===== config.mk =====
export PLATFORM = sky130hd
export DESIGN_NAME = rcvr
export DESIGN_NICKNAME = d
export VERILOG_FILES = /design/src/rtl/rcvr_pkg.sv /design/src/rtl/rcvr_outbuf.sv /design/src/rtl/rcvr.sv
export SDC_FILE = /design/constraint.sdc
export NUM_CORES = 1
export LEC_CHECK = 0
export CAP_MARGIN = 20
export CORE_ASPECT_RATIO = 1.1
export CORE_MARGIN = 10
export CORE_UTILIZATION = 40
export DETAILED_ROUTE_END_ITERATION = 10
export GPL_TIMING_DRIVEN = 0
export PLACE_DENSITY_LB_ADDON = 0.2
export SYNTH_ARGS = -nofsm -noshare
export SYNTH_HDL_FRONTEND = slang
export SYNTH_SLANG_ARGS = --single-unit

===== constraint.sdc =====
create_clock -name SCLK -period 2.1 [get_ports SCLK]
set_input_delay 0.21 -clock SCLK [delete_from_list [all_inputs] [get_ports SCLK]]
set_output_delay 0.21 -clock SCLK [all_outputs]
set_load 0.005 [all_outputs]

===== src/rtl/rcvr_pkg.sv =====
// Shared types and defaults for the rcvr serial frame receiver.
package rcvr_pkg;

  typedef enum logic {
    HUNT,
    PAYLOAD
  } state_t;

  localparam logic [7:0]  DEFAULT_HEADER = 8'hA5;
  localparam int unsigned DEFAULT_NBYTES = 2;

endpackage


===== src/rtl/rcvr_outbuf.sv =====
// Byte-wide output buffer for rcvr: frame commit, READY/ACK pop, overflow discard.
// Define RCVR_OVERFLOW_EN to add the sticky overflow flag output.
module rcvr_outbuf
  import rcvr_pkg::*;
#(
  parameter int unsigned NBYTES = DEFAULT_NBYTES
) (
  input  logic                clk,
  input  logic                rst_n,
  input  logic                commit,
  input  logic [8*NBYTES-1:0] data,
  input  logic                ack,
  output logic                ready,
  output logic [7:0]          dout
`ifdef RCVR_OVERFLOW_EN
  ,
  output logic                overflow
`endif
);

  localparam int unsigned W  = 8 * NBYTES;
  localparam int unsigned CW = $clog2(NBYTES + 1);

  logic [W-1:0]  data_q;
  logic [CW-1:0] count_q;
  logic [W-1:0]  shifted;
  logic          pop;
  logic          load;
  logic          drop;

  always_comb begin
    pop     = ack && ready;
    load    = commit && (count_q == '0);
    drop    = commit && (count_q != '0);
    shifted = data_q << 8;
  end

  // ready mirrors (count_q != 0), so load and pop never coincide.
  always_ff @(posedge clk) begin
    if (!rst_n) begin
      data_q  <= '0;
      count_q <= '0;
      ready   <= 1'b0;
      dout    <= '0;
    end else if (load) begin
      data_q  <= data;
      count_q <= CW'(NBYTES);
      ready   <= 1'b1;
      dout    <= data[W-1 -: 8];
    end else if (pop) begin
      data_q  <= shifted;
      count_q <= count_q - CW'(1);
      ready   <= (count_q != CW'(1));
      if (count_q != CW'(1))
        dout <= shifted[W-1 -: 8];
    end
  end

`ifdef RCVR_OVERFLOW_EN
  always_ff @(posedge clk) begin
    if (!rst_n)
      overflow <= 1'b0;
    else if (drop)
      overflow <= 1'b1;
  end
`else
  logic unused_drop;
  assign unused_drop = drop;
`endif

endmodule


===== src/rtl/rcvr.sv =====
// Serial frame receiver: hunts for HEADER, captures 8*NBYTES payload bits MSB first.
// Define RCVR_OVERFLOW_EN to expose the sticky OVERFLOW output.
module rcvr
  import rcvr_pkg::*;
#(
  parameter logic [7:0]  HEADER = DEFAULT_HEADER,
  parameter int unsigned NBYTES = DEFAULT_NBYTES
) (
  input  logic       SCLK,
  input  logic       RST,
  input  logic       SDATA,
  input  logic       ACK,
  output logic       READY,
  output logic [7:0] DOUT
`ifdef RCVR_OVERFLOW_EN
  ,
  output logic       OVERFLOW
`endif
);

  localparam int unsigned W  = 8 * NBYTES;
  localparam int unsigned BW = $clog2(W);

  state_t        state;
  logic [7:0]    window;
  logic [W-1:0]  payload;
  logic [BW-1:0] bit_cnt;
  logic          commit;
  logic [W-1:0]  frame;
  logic [7:0]    window_next;

  // The completed frame includes the bit sampled on the commit edge itself.
  always_comb begin
    commit      = (state == PAYLOAD) && (bit_cnt == BW'(W - 1));
    frame       = {payload[W-2:0], SDATA};
    window_next = {window[6:0], SDATA};
  end

  always_ff @(posedge SCLK) begin
    if (!RST) begin
      state   <= HUNT;
      window  <= '0;
      payload <= '0;
      bit_cnt <= '0;
    end else begin
      case (state)
        HUNT: begin
          window <= window_next;
          if (window_next == HEADER) begin
            state   <= PAYLOAD;
            bit_cnt <= '0;
          end
        end
        PAYLOAD: begin
          payload <= frame;
          bit_cnt <= bit_cnt + BW'(1);
          if (commit) begin
            state   <= HUNT;
            window  <= '0;
            bit_cnt <= '0;
          end
        end
        default: state <= HUNT;
      endcase
    end
  end

  rcvr_outbuf #(
    .NBYTES(NBYTES)
  ) u_outbuf (
    .clk     (SCLK),
    .rst_n   (RST),
    .commit  (commit),
    .data    (frame),
    .ack     (ACK),
    .ready   (READY),
    .dout    (DOUT)
`ifdef RCVR_OVERFLOW_EN
    ,
    .overflow(OVERFLOW)
`endif
  );

endmodule


==> impl_metrics.env, run 1 <==
export IMPL_outcome="finished, final reports clean"
export IMPL_clock_power_share_pct=38.7
export IMPL_p_comb_share_pct=2.3
export IMPL_syn_num_nets=221
export IMPL_critPathMaxFanout=9
export IMPL_cts_setup_buffers=0
export IMPL_multi_input_area_sq_um=957
export IMPL_fin_skew_ps=8.44
export IMPL_p_leak_nw=0.788
export IMPL_post_dp_cell_area_sq_um=2240
export IMPL_io_buffers=11
export IMPL_max_freq_mhz=580
export IMPL_cts_reportedPaths_clkPinSlew_ps=90
export IMPL_clk_latency_ps=310
export IMPL_ys_warn_count=0
export IMPL_place_congestion=0.771
export IMPL_ys_async_sr_fraction_pct=0
export IMPL_drtIter0Drc=95
export IMPL_ys_types=35
export IMPL_floorplan_initialDensity_pct=41.2
export IMPL_r2r_start="bit_cnt[0]"
export IMPL_wl_per_cell_um=15.6
export IMPL_final_max_slew_viol_count=0
export IMPL_row_count=27
export IMPL_synthTopCellsByCount="46 x dfxtp_1, 18 x nand3_1, 17 x a21oi_1"
export IMPL_syn_inst=214
export IMPL_route_detailed_drc=0
export IMPL_grt_pass1_vias=1570
export IMPL_dr_pass1_iters=4
export IMPL_syn2layout_area_growth_pct=13.3
export IMPL_worst_pin_slew_ps=536
export IMPL_period_needed_ps=1720
export IMPL_yosysTopAreaCellShare_pct=44.7
export IMPL_p_int_mw=1.15
export IMPL_synth_edf_count=0
export IMPL_dr_total_vias=1603
export IMPL_relSlewSlack_pct=63.3
export IMPL_drive_gt1_share_pct=10.7
export IMPL_final_area_sq_um=2330
export IMPL_synth_area_top_cells="dfxtp_1 45%, mux2i_1 7.3%, nor4_1 4.9%"
export IMPL_rsz0062_at_grt="false"
export IMPL_via_per_inst=5.51
export IMPL_fin_nets=239
export IMPL_antenna_left=0
export IMPL_finalCritPeriodShare_pct=82.1
export IMPL_drv_cap=0
export IMPL_synthMostInstantiatedCell="dfxtp_1"
export IMPL_seq_area_sq_um=921
export IMPL_grt_total_usage_pct=11.6
export IMPL_finalHoldViolCount=0
export IMPL_antenna_cells=0
export IMPL_timing_rr_end="u_outbuf.dout[1]"
export IMPL_r2r_slack_ps=380
export IMPL_yosysTopAreaCell="dfxtp_1"
export IMPL_ys_ff_latch=46
export IMPL_cp_start_kind="flip-flop"
export IMPL_final_util_pct=46.7
export IMPL_cts_buffers=5
export IMPL_synth_ff_type="dfxtp_1"
export IMPL_setup_ws_ps=375
export IMPL_hold_slack_ps=233
export IMPL_gr_total_overflow=0
export IMPL_power_density_nw_per_um2=636
export IMPL_die_w_um=88.4
export IMPL_grt_pass1_wl_um=7730
export IMPL_end_kind="flip-flop"
export IMPL_pre_cts_slack_ps=380
export IMPL_clockRootBuffer="clkbuf_8"
export IMPL_fp_coreArea_sq_um=5000
export IMPL_die_h_um=95.3
export IMPL_finalSetupTns_ps=0
export IMPL_synth_area_sq_um=2060
export IMPL_cts_hold_buf=0
export IMPL_ff2ff_path_depth=5
export IMPL_io_pins=13
export IMPL_cts_repair_resized=0
export IMPL_hold_class="input pin to flip-flop"
export IMPL_routed_wl_um=4530
export IMPL_dieArea_sq_um=8430
export IMPL_power_frac_seq_pct=59.1
export IMPL_setup_viol=0
export IMPL_dp_hpwl_um=3190
export IMPL_cts_max_level=2
export IMPL_hp_start="RST"
export IMPL_switching_share_pct=22.4
export IMPL_synth_avg_cell_area_sq_um=9.63
export IMPL_cts_num_sinks=46
export IMPL_fillers=494
export IMPL_p_switching_uw=332
export IMPL_antenna_found_initial=0
export IMPL_critical_path_class="flip-flop to flip-flop"
export IMPL_cp_arrival_ps=1900
export IMPL_tritoncts="yes"
export IMPL_holdPathStages=3
export IMPL_ys_seq_area_share_pct=44.7
export IMPL_irDropWorstVdd_v=0.000321
export IMPL_min_to="bit_cnt[1]"
export IMPL_clock_path_buffers=2
export IMPL_grt_max_degree=14
export IMPL_cp_data_required_time_ps=2280
-- metal layers --
layer  GRT usage, %  part of all wire (%)
met3           3.24                   3.3
met5              0                     0
met1           15.0                    49
met2           17.8                    46
met4           4.58                   1.5
-- stage by stage --
| stage | cells | power (mW) |
|---|---|---|
| floorplan | 214 | 0.917 |
| global placement | 283 | 0.931 |
| detailed placement | 283 | 0.931 |
| CTS | 291 | 1.49 |
| global route | 291 | 1.53 |
| finish | 291 | 1.48 |
-- layout by cell type, fill, tap and decap left out, types with 2 or more instances in the layout --
cell type         n
o22ai_1           2
a211oi_1          8
o211ai_1          8
mux2i_1          15
clkbuf_8          8
nor2_1           15
a21oi_1          17
nor4_1           16
clkdlybuf4s50_1  11
nor2b_1           2
buf_12            2
buf_2             5
and3_1            2
dfxtp_1          46
nand2_1           7
buf_1             3
nand3_1          18
a2111oi_0         8
nand2b_1          9
ha_1              3
clkbuf_1          6
inv_1             4
buf_6             4
-- state kept, by name, indices dropped and copies added, names as in the netlist --
name,count
u_outbuf.count_q,2
u_outbuf.data_q,8
u_outbuf.dout,8
window,7
state,1
u_outbuf.ready,1
payload,15
bit_cnt,4
-- cell type report --
| class | instances | area share (%) |
|---|---|---|
| Clock inverter | 1 | 0.214 |
| Tap cell | 58 | 3.11 |
| Sequential cell | 46 | 39.4 |
| Multi-Input combinational cell | 143 | 41.0 |
| Inverter | 4 | 0.643 |
| Buffer | 21 | 7.18 |
| Timing Repair Buffer | 11 | 4.72 |
| Clock buffer | 7 | 3.70 |
-- power by group through the flow --
stage	clock network, mW	logic [mW]	registers, mW
final	0.574	0.0335	0.876
after global routing	0.616	0.0374	0.877
after CTS	0.580	0.0340	0.876
after detailed placement	0	0.0338	0.897
after global placement	0	0.0336	0.897
after floorplan	0	0.0206	0.897
-- how the worst max path moves through the flow --
stage	from	endpoint	slack [ps]	cells past startpoint
2_1_floorplan	bit_cnt[0]	u_outbuf.dout[0]	640	5
3_3_place_gp	ACK	u_outbuf.count_q[1]	400	5
3_5_place_dp	ACK	u_outbuf.count_q[1]	380	5
4_1_cts	bit_cnt[0]	u_outbuf.dout[1]	390	5
5_1_grt	bit_cnt[0]	u_outbuf.dout[2]	170	5
6_report	bit_cnt[0]	u_outbuf.dout[1]	380	5
-- critical path: stages, from the launching register on --
cell	delay (ps)
dfxtp_1	340
ha_1	260
and4_4	210
buf_6	130
a2111oi_0	540
nor4_1	110
-- kinds of logic (layout without fill, tap and decap cells) --
kind of cell / after synthesis / count (layout) / share of synthesized area, %
AND/OR/NAND/NOR: 74 / 74 / 19.7
multiplexers: 16 / 16 / 7.83
AO/OA/AOI/OAI: 49 / 49 / 16.7
XOR/XNOR: 1 / 1 / 0.425
buffers and inverters: 25 / 44 / 8.86
adder cells (fa/ha/maj): 3 / 3 / 1.82
flip-flops: 46 / 46 / 44.7
Power figures use the tool's default switching activity.
==> inputs of run 2 (changes only) <==
clock period = 1.4 ns   (was 2.1 ns; I/O delays follow)
==> impl_metrics.env, run 2 (synthesis results as in run 1) <==
export IMPL_antenna_found_initial=0
export IMPL_via_per_inst=5.69
export IMPL_holdPathStages=3
export IMPL_gr_total_overflow=0
export IMPL_grt_pass1_vias=1550
export IMPL_period_needed_ps=1510
export IMPL_p_leak_nw=0.901
export IMPL_dr_pass1_iters=4
export IMPL_fillers=448
export IMPL_worst_pin_slew_ps=525
export IMPL_grt_pass1_wl_um=7730
export IMPL_die_w_um=88.4
export IMPL_wl_per_cell_um=16.3
export IMPL_cts_reportedPaths_clkPinSlew_ps=80
export IMPL_power_frac_seq_pct=61.8
export IMPL_relSlewSlack_pct=65.0
export IMPL_grt_max_degree=13
export IMPL_grt_total_usage_pct=11.4
export IMPL_r2r_start="bit_cnt[0]"
export IMPL_drv_cap=0
export IMPL_die_h_um=95.3
export IMPL_timing_rr_end="u_outbuf.data_q[4]"
export IMPL_io_buffers=11
export IMPL_final_max_slew_viol_count=0
export IMPL_dr_total_vias=1714
export IMPL_violations="negative setup slack"
export IMPL_switching_share_pct=21.3
export IMPL_setup_viol=16
export IMPL_critPathMaxFanout=6
export IMPL_layout_commonest_cell="dfxtp_1"
export IMPL_reg_top3="payload (15), u_outbuf.data_q (8), u_outbuf.dout (8)"
export IMPL_cp_data_required_time_ps=1620
export IMPL_dieArea_sq_um=8430
export IMPL_max_freq_mhz=661
export IMPL_drive_gt1_share_pct=29.6
export IMPL_clock_power_share_pct=35.8
export IMPL_final_util_pct=54.5
export IMPL_outcome="complete, but fails checks"
export IMPL_fp_coreArea_sq_um=5000
export IMPL_tritoncts="yes"
export IMPL_fin_nets=250
export IMPL_r2r_slack_ps=-110
export IMPL_most_common_layout_cells="41 x dfxtp_1, 17 x nand3_1, 15 x mux2i_1, 15 x nor2_1"
export IMPL_p_switching_uw=454
export IMPL_cp_arrival_ps=1730
export IMPL_clock_path_buffers=2
export IMPL_pre_cts_slack_ps=-334
export IMPL_p_int_mw=1.67
export IMPL_place_congestion=0.754
export IMPL_finalSetupTns_ps=-797
export IMPL_critical_path_class="flip-flop to flip-flop"
export IMPL_row_count=27
export IMPL_finalHoldViolCount=0
export IMPL_p_comb_share_pct=2.4
export IMPL_finalCritPeriodShare_pct=108
export IMPL_largest_register_ffs=15
export IMPL_hold_slack_ps=178
export IMPL_routed_wl_um=4900
export IMPL_hp_start="RST"
export IMPL_irDropWorstVdd_v=0.000505
export IMPL_fin_skew_ps=7.33
export IMPL_syn2layout_area_growth_pct=32.3
export IMPL_hold_class="input pin to flip-flop"
export IMPL_end_kind="flip-flop"
export IMPL_min_to="bit_cnt[1]"
export IMPL_antenna_left=0
export IMPL_antenna_cells=0
export IMPL_drtIter0Drc=145
export IMPL_ff2ff_path_depth=7
export IMPL_cts_hold_buf=0
export IMPL_cts_max_level=2
export IMPL_route_detailed_drc=0
export IMPL_clockRootBuffer="clkbuf_8"
export IMPL_dp_hpwl_um=3160
export IMPL_cts_num_sinks=46
export IMPL_rsz0062_at_grt="true"
export IMPL_cp_start_kind="flip-flop"
export IMPL_fin_total_pwr_mw=2.13
export IMPL_setup_ws_ps=-112
export IMPL_cts_buffers=5
export IMPL_clk_latency_ps=290
export IMPL_power_density_nw_per_um2=780
export IMPL_regMostFlops="payload"
export IMPL_floorplan_initialDensity_pct=41.2
export IMPL_io_pins=13
## run 2: changes by cell type in the layout (fill, tap and decap cells not counted), moves of 4 or more
cell       delta
buf_4        +10
a2111oi_0     -8
a2111oi_4     +7
a211oi_1      -7
a211oi_2      +7
dfxtp_1       -5
dfxtp_2       +5
clkbuf_4      +4
## run 2: how the worst max path moves through the flow
stage,from,to,slack (ps),cells past startpoint
floorplan,u_outbuf.count_q[0],u_outbuf.dout[6],20,6
global placement,ACK,u_outbuf.dout[3],-320,4
detailed placement,ACK,u_outbuf.dout[3],-330,4
CTS,bit_cnt[1],u_outbuf.count_q[0],-90,7
global route,bit_cnt[0],u_outbuf.data_q[4],-160,7
finish,bit_cnt[0],u_outbuf.data_q[4],-110,7
## run 2: power by group through the flow
stage          registers [mW]  clock network [mW]  logic [mW]
2_1_floorplan            1.34                   0      0.0309
3_3_place_gp             1.35                   0      0.0498
3_5_place_dp             1.35                   0      0.0498
4_1_cts                  1.31               0.771      0.0508
5_1_grt                  1.32               0.836      0.0560
6_report                 1.31               0.761      0.0512
## run 2: per-stage QoR
step                      instances  area [sq um]
after global placement          283          2270
final                           301          2730
after CTS                       292          2480
after global routing            301          2730
after floorplan                 214          2090
after detailed placement        283          2270
## run 2: timing repair
| action | in CTS | in global routing |
|---|---|---|
| setup endpoints to repair | 19 | 20 |
| buffers inserted | 2 | 6 |
| hold endpoints to repair | 0 | 0 |
| pin swaps | 2 | 10 |
| cloned | 1 | 3 |
| resized for setup | 25 | 29 |
## run 2: worst max-delay path, stage by stage (launching register included)
cell       delay (ps)
dfxtp_2           360
ha_4              160
and4_4            260
buf_12            150
buf_12            130
clkbuf_16         130
nand3_1            70
a21oi_1           170
## run 2: per-layer routing
layer  wire [um]  GRT usage [%]  vias to the layer above
met5           0              0                        -
li1            -              -                      852
met3         250           3.07                        5
met2        2310           18.1                       43
met1        2300           14.6                      814
met4          42           3.50                        0
## run 2: layout make-up
cell class,count,area [sq um],share of cell area (%)
Clock buffer,7,76.3,2.80
Buffer,20,190,6.98
Multi-Input combinational cell,143,1190,43.7
Timing Repair Buffer,23,253,9.27
Tap cell,58,72.6,2.66
Inverter,4,15.0,0.551
Sequential cell,46,927,34.0
==> inputs of run 3 (changes only) <==
HOLD_SLACK_MARGIN = 0.12   (was unset)
==> results of run 3 <==
Same layout as run 2: the final DEF is identical, and so are final timing and power.
